## src/rtl/div_result_bcd_pkg.sv

```systemverilog
// Shared types and constants for the divider-result to BCD converter.
// Holds the FSM state encoding, the error fill nibble and default sizes.
package div_result_bcd_pkg;

    typedef enum logic [1:0] {
        IDLE = 2'd0,
        CONV = 2'd1,
        DONE = 2'd2
    } state_t;

    localparam logic [3:0] ERR_NIBBLE     = 4'hF;
    localparam int         DEFAULT_WIDTH  = 8;
    localparam int         DEFAULT_DIGITS = 3;

    // Double-dabble correction: a digit of 5 or more would overflow past 9 once doubled.
    function automatic logic [3:0] add3_if_ge5(input logic [3:0] digit);
        return (digit >= 4'd5) ? (digit + 4'd3) : digit;
    endfunction

endpackage

```

## src/rtl/div_result_bcd_bcd_dd_step.sv

```systemverilog
// One combinational double-dabble step for a single operand:
// correct every BCD digit, then shift left pulling in the next binary bit.
module bcd_dd_step
    import div_result_bcd_pkg::*;
#(
    parameter int DIGITS = DEFAULT_DIGITS
) (
    input  logic [4*DIGITS-1:0] bcd_in,
    input  logic                bit_in,
    output logic [4*DIGITS-1:0] bcd_out
);

    logic [4*DIGITS-1:0] adjusted;

    always_comb begin
        adjusted = '0;
        for (int i = 0; i < DIGITS; i++) begin
            adjusted[4*i +: 4] = add3_if_ge5(bcd_in[4*i +: 4]);
        end
        bcd_out = {adjusted[4*DIGITS-2:0], bit_in};
    end

endmodule

```

## src/rtl/div_result_bcd.sv

```systemverilog
// Converts an unsigned divider quotient/remainder pair to packed BCD,
// one double-dabble step per cycle, with divide-by-zero flagged as err and all-F digits.
module div_result_bcd
    import div_result_bcd_pkg::*;
#(
    parameter int WIDTH  = DEFAULT_WIDTH,
    parameter int DIGITS = DEFAULT_DIGITS
) (
    input  logic                clk,
    input  logic                rst_n,
    input  logic                in_valid,
    output logic                in_ready,
    input  logic [WIDTH-1:0]    quotient,
    input  logic [WIDTH-1:0]    remainder,
    input  logic [WIDTH-1:0]    divisor,
    output logic                out_valid,
    input  logic                out_ready,
    output logic [4*DIGITS-1:0] q_bcd,
    output logic [4*DIGITS-1:0] r_bcd,
    output logic                err
);

    localparam int             BW        = 4 * DIGITS;
    localparam int             CW        = $clog2(WIDTH + 1);
    localparam logic [CW-1:0]  LAST_STEP = CW'(WIDTH - 1);

    state_t          state;
    logic [CW-1:0]   step;
    logic [WIDTH-1:0] q_shift;
    logic [WIDTH-1:0] r_shift;
    logic [BW-1:0]   q_acc;
    logic [BW-1:0]   r_acc;
    logic [BW-1:0]   q_next;
    logic [BW-1:0]   r_next;

    bcd_dd_step #(.DIGITS(DIGITS)) u_q_step (
        .bcd_in  (q_acc),
        .bit_in  (q_shift[WIDTH-1]),
        .bcd_out (q_next)
    );

    bcd_dd_step #(.DIGITS(DIGITS)) u_r_step (
        .bcd_in  (r_acc),
        .bit_in  (r_shift[WIDTH-1]),
        .bcd_out (r_next)
    );

    assign in_ready  = (state == IDLE);
    assign out_valid = (state == DONE);

    // Accumulators are private; q_bcd/r_bcd only change when a conversion finishes,
    // so the last result stays visible through CONV and IDLE.
    always_ff @(posedge clk) begin
        if (!rst_n) begin
            state   <= IDLE;
            step    <= '0;
            q_shift <= '0;
            r_shift <= '0;
            q_acc   <= '0;
            r_acc   <= '0;
            q_bcd   <= '0;
            r_bcd   <= '0;
            err     <= 1'b0;
        end else begin
            case (state)
                IDLE: begin
                    if (in_valid) begin
                        if (divisor == '0) begin
                            state <= DONE;
                            err   <= 1'b1;
                            q_bcd <= {DIGITS{ERR_NIBBLE}};
                            r_bcd <= {DIGITS{ERR_NIBBLE}};
                        end else begin
                            state   <= CONV;
                            q_shift <= quotient;
                            r_shift <= remainder;
                            q_acc   <= '0;
                            r_acc   <= '0;
                            step    <= '0;
                        end
                    end
                end
                CONV: begin
                    q_acc   <= q_next;
                    r_acc   <= r_next;
                    q_shift <= q_shift << 1;
                    r_shift <= r_shift << 1;
                    step    <= step + CW'(1);
                    if (step == LAST_STEP) begin
                        state <= DONE;
                        q_bcd <= q_next;
                        r_bcd <= r_next;
                        err   <= 1'b0;
                    end
                end
                DONE: begin
                    if (out_ready) begin
                        state <= IDLE;
                    end
                end
                default: begin
                    state <= IDLE;
                end
            endcase
        end
    end

endmodule

```

## config.mk

```make
export PLATFORM = sky130hd
export DESIGN_NAME = div_result_bcd
export DESIGN_NICKNAME = d
export VERILOG_FILES = /design/src/rtl/div_result_bcd_pkg.sv /design/src/rtl/div_result_bcd_bcd_dd_step.sv /design/src/rtl/div_result_bcd.sv
export SDC_FILE = /design/constraint.sdc
export NUM_CORES = 1
export LEC_CHECK = 0
export ABC_AREA = 1
export BUFFER_PORTS_ARGS = -buffer_cell sky130_fd_sc_hd__buf_2
export CAP_MARGIN = 25
export CORE_MARGIN = 2
export CORE_UTILIZATION = 61
export CTS_BUF_LIST = sky130_fd_sc_hd__clkbuf_4 sky130_fd_sc_hd__clkbuf_8 sky130_fd_sc_hd__clkbuf_16
export CTS_CLUSTER_DIAMETER = 50
export CTS_CLUSTER_SIZE = 8
export DETAILED_ROUTE_END_ITERATION = 12
export GPL_TIMING_DRIVEN = 0
export PLACE_DENSITY = 0.86
export REMOVE_ABC_BUFFERS = 1
export SYNTH_ARGS = -nofsm -noshare
export SYNTH_HDL_FRONTEND = slang
export SYNTH_HIERARCHICAL = 1
export SYNTH_SLANG_ARGS = --single-unit
```

## constraint.sdc

```tcl
create_clock -name clk -period 4.2 [get_ports clk]
set_clock_uncertainty 0.2 [all_clocks]
set_input_delay 0.63 -clock clk [delete_from_list [all_inputs] [get_ports clk]]
set_output_delay 0.63 -clock clk [all_outputs]
set_load 0.005 [all_outputs]
```

==> results of run 1 <==
==> placed cells by master (no fill, tap or decap), drive strengths merged, types with 10 or more instances in the layout <==
cell type	instances
clkbuf	10
nor2	29
buf	54
o21ai	41
a21oi	80
ha	13
inv	60
dfxtp	71
nand3	26
nand2	160
==> registers in the layout, indices dropped and copies added (netlist names) <==
| register | count |
|---|---|
| q_acc | 12 |
| q_bcd | 12 |
| r_acc | 12 |
| r_bcd | 12 |
| q_shift | 8 |
| r_shift | 8 |
| step | 4 |
| state | 2 |
| err | 1 |
==> cell usage after synthesis <==
cell	count
a21oi_1	72
a21oi_2	8
buf_1	1
buf_2	4
buf_4	5
buf_6	8
clkbuf_1	6
dfxtp_1	71
ha_1	13
inv_1	52
inv_2	6
inv_4	2
nand2_1	150
nand2_2	6
nand2_4	4
nand3_1	25
nand3_4	1
nand4_1	2
nor2_1	20
nor2_4	9
o21ai_0	16
o21ai_1	19
o21ai_2	5
o21ai_4	1
or2_2	2
==> final cells by class <==
type,instances,area [µm²],area share
clock buffer,10,131,0.0324
clock inverter,6,85.1,0.0210
inverter,60,230,0.0568
multi-input combinational,353,1820,0.449
sequential,71,1420,0.351
tap,75,93.8,0.0232
timing repair buffer,54,270,0.0667
==> cell families after synthesis <==
group                    Yosys count  synth area share
AND/OR/NAND/NOR                  219             0.272
flip-flops                        71             0.390
buffers and inverters             84             0.111
adder cells (fa/ha/maj)           13            0.0446
AO/OA/AOI/OAI                    121             0.183
==> worst max-delay path, delay by kind of cell, from the launching register on <==
family,cells,cell delay [ns]
compound gates,3,0.44
buf+inv,1,0.41
flops,1,0.46
simple gates,2,0.47
==> worst min path at each step <==
stage             start       end  cells after the start
2_1_floorplan  q_acc[9]  q_acc[9]                      2
3_3_place_gp        err       err                      2
3_5_place_dp   r_bcd[6]  r_bcd[6]                      2
4_1_cts        r_bcd[6]  r_bcd[6]                      2
5_1_grt        q_bcd[3]  q_bcd[3]                      2
6_report       q_bcd[2]  q_bcd[2]                      2
==> metrics by stage <==
stage	utilization	power [mW]	setup slack [ns]	hold slack [ns]
final	0.692	1.85	2.15	0.248
after CTS	0.692	1.86	2.16	0.249
after global routing	0.692	1.95	1.98	0.264
after floorplan	-	1.11	2.33	0.241
after global placement	0.655	1.24	1.94	0.231
after detailed placement	0.655	1.26	1.90	0.238
==> metal layers <==
| layer | vias to the layer above | GRT usage |
|---|---|---|
| met1 | 1517 | 0.295 |
| met5 | - | 0 |
| met2 | 134 | 0.446 |
| met3 | 18 | 0.0656 |
| met4 | 0 | 0.122 |
| li1 | 1710 | - |
==> where the power goes <==
part	internal [mW]	switching (mW)	leakage (nW)
clock	0.339	0.267	0.106
combinational	0.150	0.284	1.00
sequential	0.762	0.0463	0.578
total	1.25	0.597	1.68
==> metrics, run 1 <==
status=completed; Tmin final=2.05 ns; Max-slew headroom=0.457; Pwr Density=456 nW/µm²; share of cells above drive strength 1=0.206; Reg clk slew, reported paths=0.08 ns; crit end category=register; WL met1=3350 µm; first-pass GRT wire length=13400 µm; fin cells=629; worst skew pair latency=0.35 ns; Leak=1.68 nW; row count=28; worst vdd ir=0.331 mV; synth-to-layout area growth=11.2%; Most Frequent Cell on Critical Path=nand2_4; met3 WL post-DR=495 µm; CP Launch Type=register; Die Footprint=6610 µm²; Antenna Cells=0; initial antenna violation count=0; maximum clock frequency=487 MHz; Post-Synthesis Cell Area=3640 µm²; HP Class=reg -> reg; largest net degree at the start of global routing=46; cell area after layout=4050 µm²; vias per cell=5.37; largest stage delay on the critical path=0.46 ns; worst reg2reg path startpoint=state[0]; Seq/Total Area, Yosys=0.390; FF-to-FF setup slack=2.15 ns; area share of the largest cell type after synthesis=0.390; R2R Path End=q_bcd[5]; # resized after CTS=0; Worst-Margin Slew=0.813 ns; GR Overflow Total=0; Synth Register Bits=71; CTS H-tree lvls=3; Setup TNS Final=0 ns; Distinct cells, synth=25; placed cell count=613; syn_area_per_cell=7.17 µm²; clk buf depth=2; Total GRT Usage=0.258; RSZ-0062 raised after global routing=no; highest routed metal layer=met4; postcts setup bufs=0; vias in the first global route=3208; Max Cap Viol=0; Detailed Place HPWL=5110 µm; Filler Cell Count=491; IO Pins=55; met2 WL post-DR=3970 µm; hold_buf cts=0; crit-path max FO=42; Critical Path AT=2.14 ns; via count=3379; layout net count=590; Worst EP required=4.29 ns; Die H=81.3 µm; crit path cell chain=nand2_4, inv_4, o21ai_4, nand2_4, o21ai_0, a21oi_2; leading area contributor after synthesis=dfxtp_1; Cells after Synth=508; root cell of the clock tree=clkbuf_8; CTS buffer count=9; final-report hold violation count=0; Worst setup startpoint=state[0]; CP max stage cell=dfxtp_1; drt first pass iters=5; routability cong.=0.821; Initial Utilization=0.623; Die Width=81.3 µm; TritonCTS clock tree=yes; DRT iter0 DRCs=218; capture point of the worst path=q_bcd[5]; total core area=5850 µm²; input/output buffers=54; Final ANT Viol Nets=0; reg2reg path depth=6; wire length per cell=12.7 µm; Post-route DRC=0; Ys Warns=6; final WL=7990 µm; largest cells by area after synthesis=dfxtp_1 (39%), nand2_1 (15%), a21oi_1 (9.9%), inv_1 (5.4%), ha_1 (4.5%); Slew Limit Fails=0; Final Cycle Share=0.489; Setup Viol. Count Final=0; Crit Path Category=reg -> reg; Sink Count=71; Placed Area=3830 µm²
No activity file was read; power rests on OpenSTA's default activity.
==> inputs of run 2 (changes only) <==
--- a/config.mk
+++ b/config.mk
@@ -9,13 +9,13 @@
 export BUFFER_PORTS_ARGS = -buffer_cell sky130_fd_sc_hd__buf_2
 export CAP_MARGIN = 25
 export CORE_MARGIN = 2
-export CORE_UTILIZATION = 61
+export CORE_UTILIZATION = 57
 export CTS_BUF_LIST = sky130_fd_sc_hd__clkbuf_4 sky130_fd_sc_hd__clkbuf_8 sky130_fd_sc_hd__clkbuf_16
 export CTS_CLUSTER_DIAMETER = 50
 export CTS_CLUSTER_SIZE = 8
 export DETAILED_ROUTE_END_ITERATION = 12
 export GPL_TIMING_DRIVEN = 0
-export PLACE_DENSITY = 0.86
+export PLACE_DENSITY = 0.81
 export REMOVE_ABC_BUFFERS = 1
 export SYNTH_ARGS = -nofsm -noshare
 export SYNTH_HDL_FRONTEND = slang
==> constraint.sdc (replaced) <==
create_clock -name clk -period 2.1 [get_ports clk]
set_clock_uncertainty 0.2 [all_clocks]
set_input_delay 0.315 -clock clk [delete_from_list [all_inputs] [get_ports clk]]
set_output_delay 0.315 -clock clk [all_outputs]
set_load 0.005 [all_outputs]
==> run 2 against run 1 <==
Sequential share of layout area about the same. Via count decreased by 3.0%. Clock power increased by 86%. First-iteration DRC count decreased by 33%. Die area increased by 6.7%. Setup slack got worse by 2.0 ns. Total power increased by 95%. Largest cell class unchanged.
==> metrics, run 2 (synthesized netlist as in run 1, its figures left out) <==
worst reg2reg path startpoint=state[0] (unchanged); placed cell count=615 (was 613); final-report hold violation count=0 (unchanged); Pwr Density=890 nW/µm² (was 456 nW/µm²); Final ANT Viol Nets=0 (unchanged); total core area=6280 µm² (was 5850 µm²); commonest non-fill, non-tap cell in the layout=nand2_1 (unchanged); Crit Path Category=reg -> reg (unchanged); Leak=1.68 nW (about the same); Initial Utilization=0.580 (was 0.623); via count=3278 (was 3379); input/output buffers=54 (unchanged); reg2reg path depth=6 (unchanged); total power=3.61 mW (was 1.85 mW); GR Overflow Total=0 (unchanged); Total GRT Usage=0.213 (was 0.258); HP Class=in -> reg (was reg -> reg); vias in the first global route=2986 (was 3208); layout net count=590 (unchanged); clk buf depth=2 (unchanged); share of cells above drive strength 1=0.206 (unchanged); R2R Path End=q_bcd[5] (unchanged); cell internal pwr=2.44 mW (was 1.25 mW); Sw Share=0.324 (was 0.323); Antenna Cells=0 (unchanged); CTS H-tree lvls=3 (unchanged); Post-route DRC=0 (unchanged); routability cong.=0.852 (was 0.821); crit path cell chain=nand2_4, inv_8, o21ai_4, nand2_4, o21ai_0, a21oi_2 (was nand2_4, inv_4, o21ai_4, nand2_4, o21ai_0, a21oi_2); Setup TNS Final=0 ns (unchanged); drt first pass iters=5 (unchanged); CP max stage cell=dfxtp_1 (unchanged); worst skew pair latency=0.34 ns (was 0.35 ns); synth-to-layout area growth=11.1% (was 11.2%); wire length per cell=11.7 µm (was 12.7 µm); crit end category=register (unchanged); status=completed (unchanged); Max-slew headroom=0.477 (was 0.457); Slew Limit Fails=0 (unchanged); root cell of the clock tree=clkbuf_8 (unchanged); Reg clk slew, reported paths=0.08 ns (about the same); largest stage delay on the critical path=0.47 ns (was 0.46 ns); first-pass GRT wire length=12500 µm (was 13400 µm); clock share of power=0.313 (was 0.328); Die Footprint=7050 µm² (was 6610 µm²); final WL=7410 µm (was 7990 µm); vias per cell=5.19 (was 5.37); hold_buf cts=0 (unchanged); row count=29 (was 28); crit-path max FO=42 (unchanged); Final Cycle Share=0.916 (was 0.489); Setup Viol. Count Final=0 (unchanged); TritonCTS clock tree=yes (unchanged); Max Cap Viol=0 (unchanged); most frequent cells in the layout=nand2_1 (150), a21oi_1 (72), dfxtp_1 (71) (unchanged); Critical Path AT=2.00 ns (was 2.14 ns); Worst setup startpoint=state[0] (unchanged); worst vdd ir=0.534 mV (was 0.331 mV); logic gate share of total power=0.238 (was 0.235); DRT iter0 DRCs=146 (was 218); Worst-Margin Slew=0.784 ns (was 0.813 ns); hold path start=out_ready (was q_bcd[2]); Detailed Place HPWL=4770 µm (was 5110 µm); IO Pins=55 (unchanged); Die H=84.0 µm (was 81.3 µm); largest net degree at the start of global routing=46 (unchanged); fin cells=631 (was 629); WHS Endpoint=state[1] (was q_bcd[2]); Most Frequent Cell on Critical Path=nand2_4 (unchanged); initial antenna violation count=0 (unchanged); Die Width=84.0 µm (was 81.3 µm); worst hold stages=4 (was 2); FF-to-FF setup slack=0.18 ns (was 2.15 ns); Sw Pwr=1.17 mW (was 0.597 mW); maximum clock frequency=520 MHz (was 487 MHz); Tmin final=1.92 ns (was 2.05 ns); RSZ-0062 raised after global routing=no (unchanged); register share of total power=0.448 (was 0.437); Worst EP required=2.18 ns (was 4.29 ns); CP Launch Type=register (unchanged); Sink Count=71 (unchanged); CTS buffer count=9 (unchanged)
-- run 2: worst max path at each step --
| stage | slack (ns) | cells past startpoint | endpoint |
|---|---|---|---|
| detailed placement | 0.07 | 6 | q_bcd[5] |
| global placement | 0.1 | 6 | r_bcd[2] |
| finish | 0.18 | 6 | q_bcd[5] |
| CTS | 0.03 | 6 | q_bcd[5] |
| floorplan | 0.48 | 6 | q_bcd[5] |
| global route | 0.01 | 6 | q_bcd[5] |
-- run 2: stage by stage --
stage / hold WS [ns] / area (µm²) / util / setup slack (ns)
floorplan: 0.240 / 3470 / - / 0.476
global route: 0.0842 / 4050 / 0.645 / 0.0142
CTS: 0.0635 / 4040 / 0.644 / 0.0300
global placement: 0.232 / 3840 / 0.611 / 0.0960
finish: 0.0777 / 4050 / 0.645 / 0.176
detailed placement: 0.237 / 3840 / 0.611 / 0.0749
-- run 2: area by class of cell --
class	instances	area (µm²)
clock buffers	11	151
clock inverters	5	56.3
repair buffers	54	270
well taps	77	96.3
multi-input cells	353	1820
fillers	571	2230
inverters	60	235
flip-flops and latches	71	1420
-- run 2: critical path, delay by kind of cell (launching register included) --
family,cells,cell delay [ns]
flip-flops,1,0.47
AND/OR/NAND/NOR,2,0.47
buffers and inverters,1,0.27
AO/OA/AOI/OAI,3,0.43
-- run 2: power by group through the flow --
stage / clock network [mW] / registers, mW / logic, mW
2_1_floorplan: 0 / 1.65 / 0.560
3_3_place_gp: 0 / 1.64 / 0.851
3_5_place_dp: 0 / 1.65 / 0.862
4_1_cts: 1.14 / 1.62 / 0.866
5_1_grt: 1.20 / 1.64 / 0.980
6_report: 1.13 / 1.62 / 0.860
-- run 2: what timing repair did --
action | 4_1_cts | 5_1_grt
gates resized for setup | 0 | 2
buffers inserted | 0 | 0
endpoints found under the setup margin | 0 | 26
-- run 2: routing by layer --
| metal | vias up | part of all wire | GRT usage |
|---|---|---|---|
| li1 | 1698 | - | - |
| met1 | 1485 | 0.46 | 0.263 |
| met2 | 89 | 0.48 | 0.372 |
| met3 | 6 | 0.050 | 0.0425 |
| met4 | 0 | 0.0082 | 0.0689 |
| met5 | - | 0 | 0 |
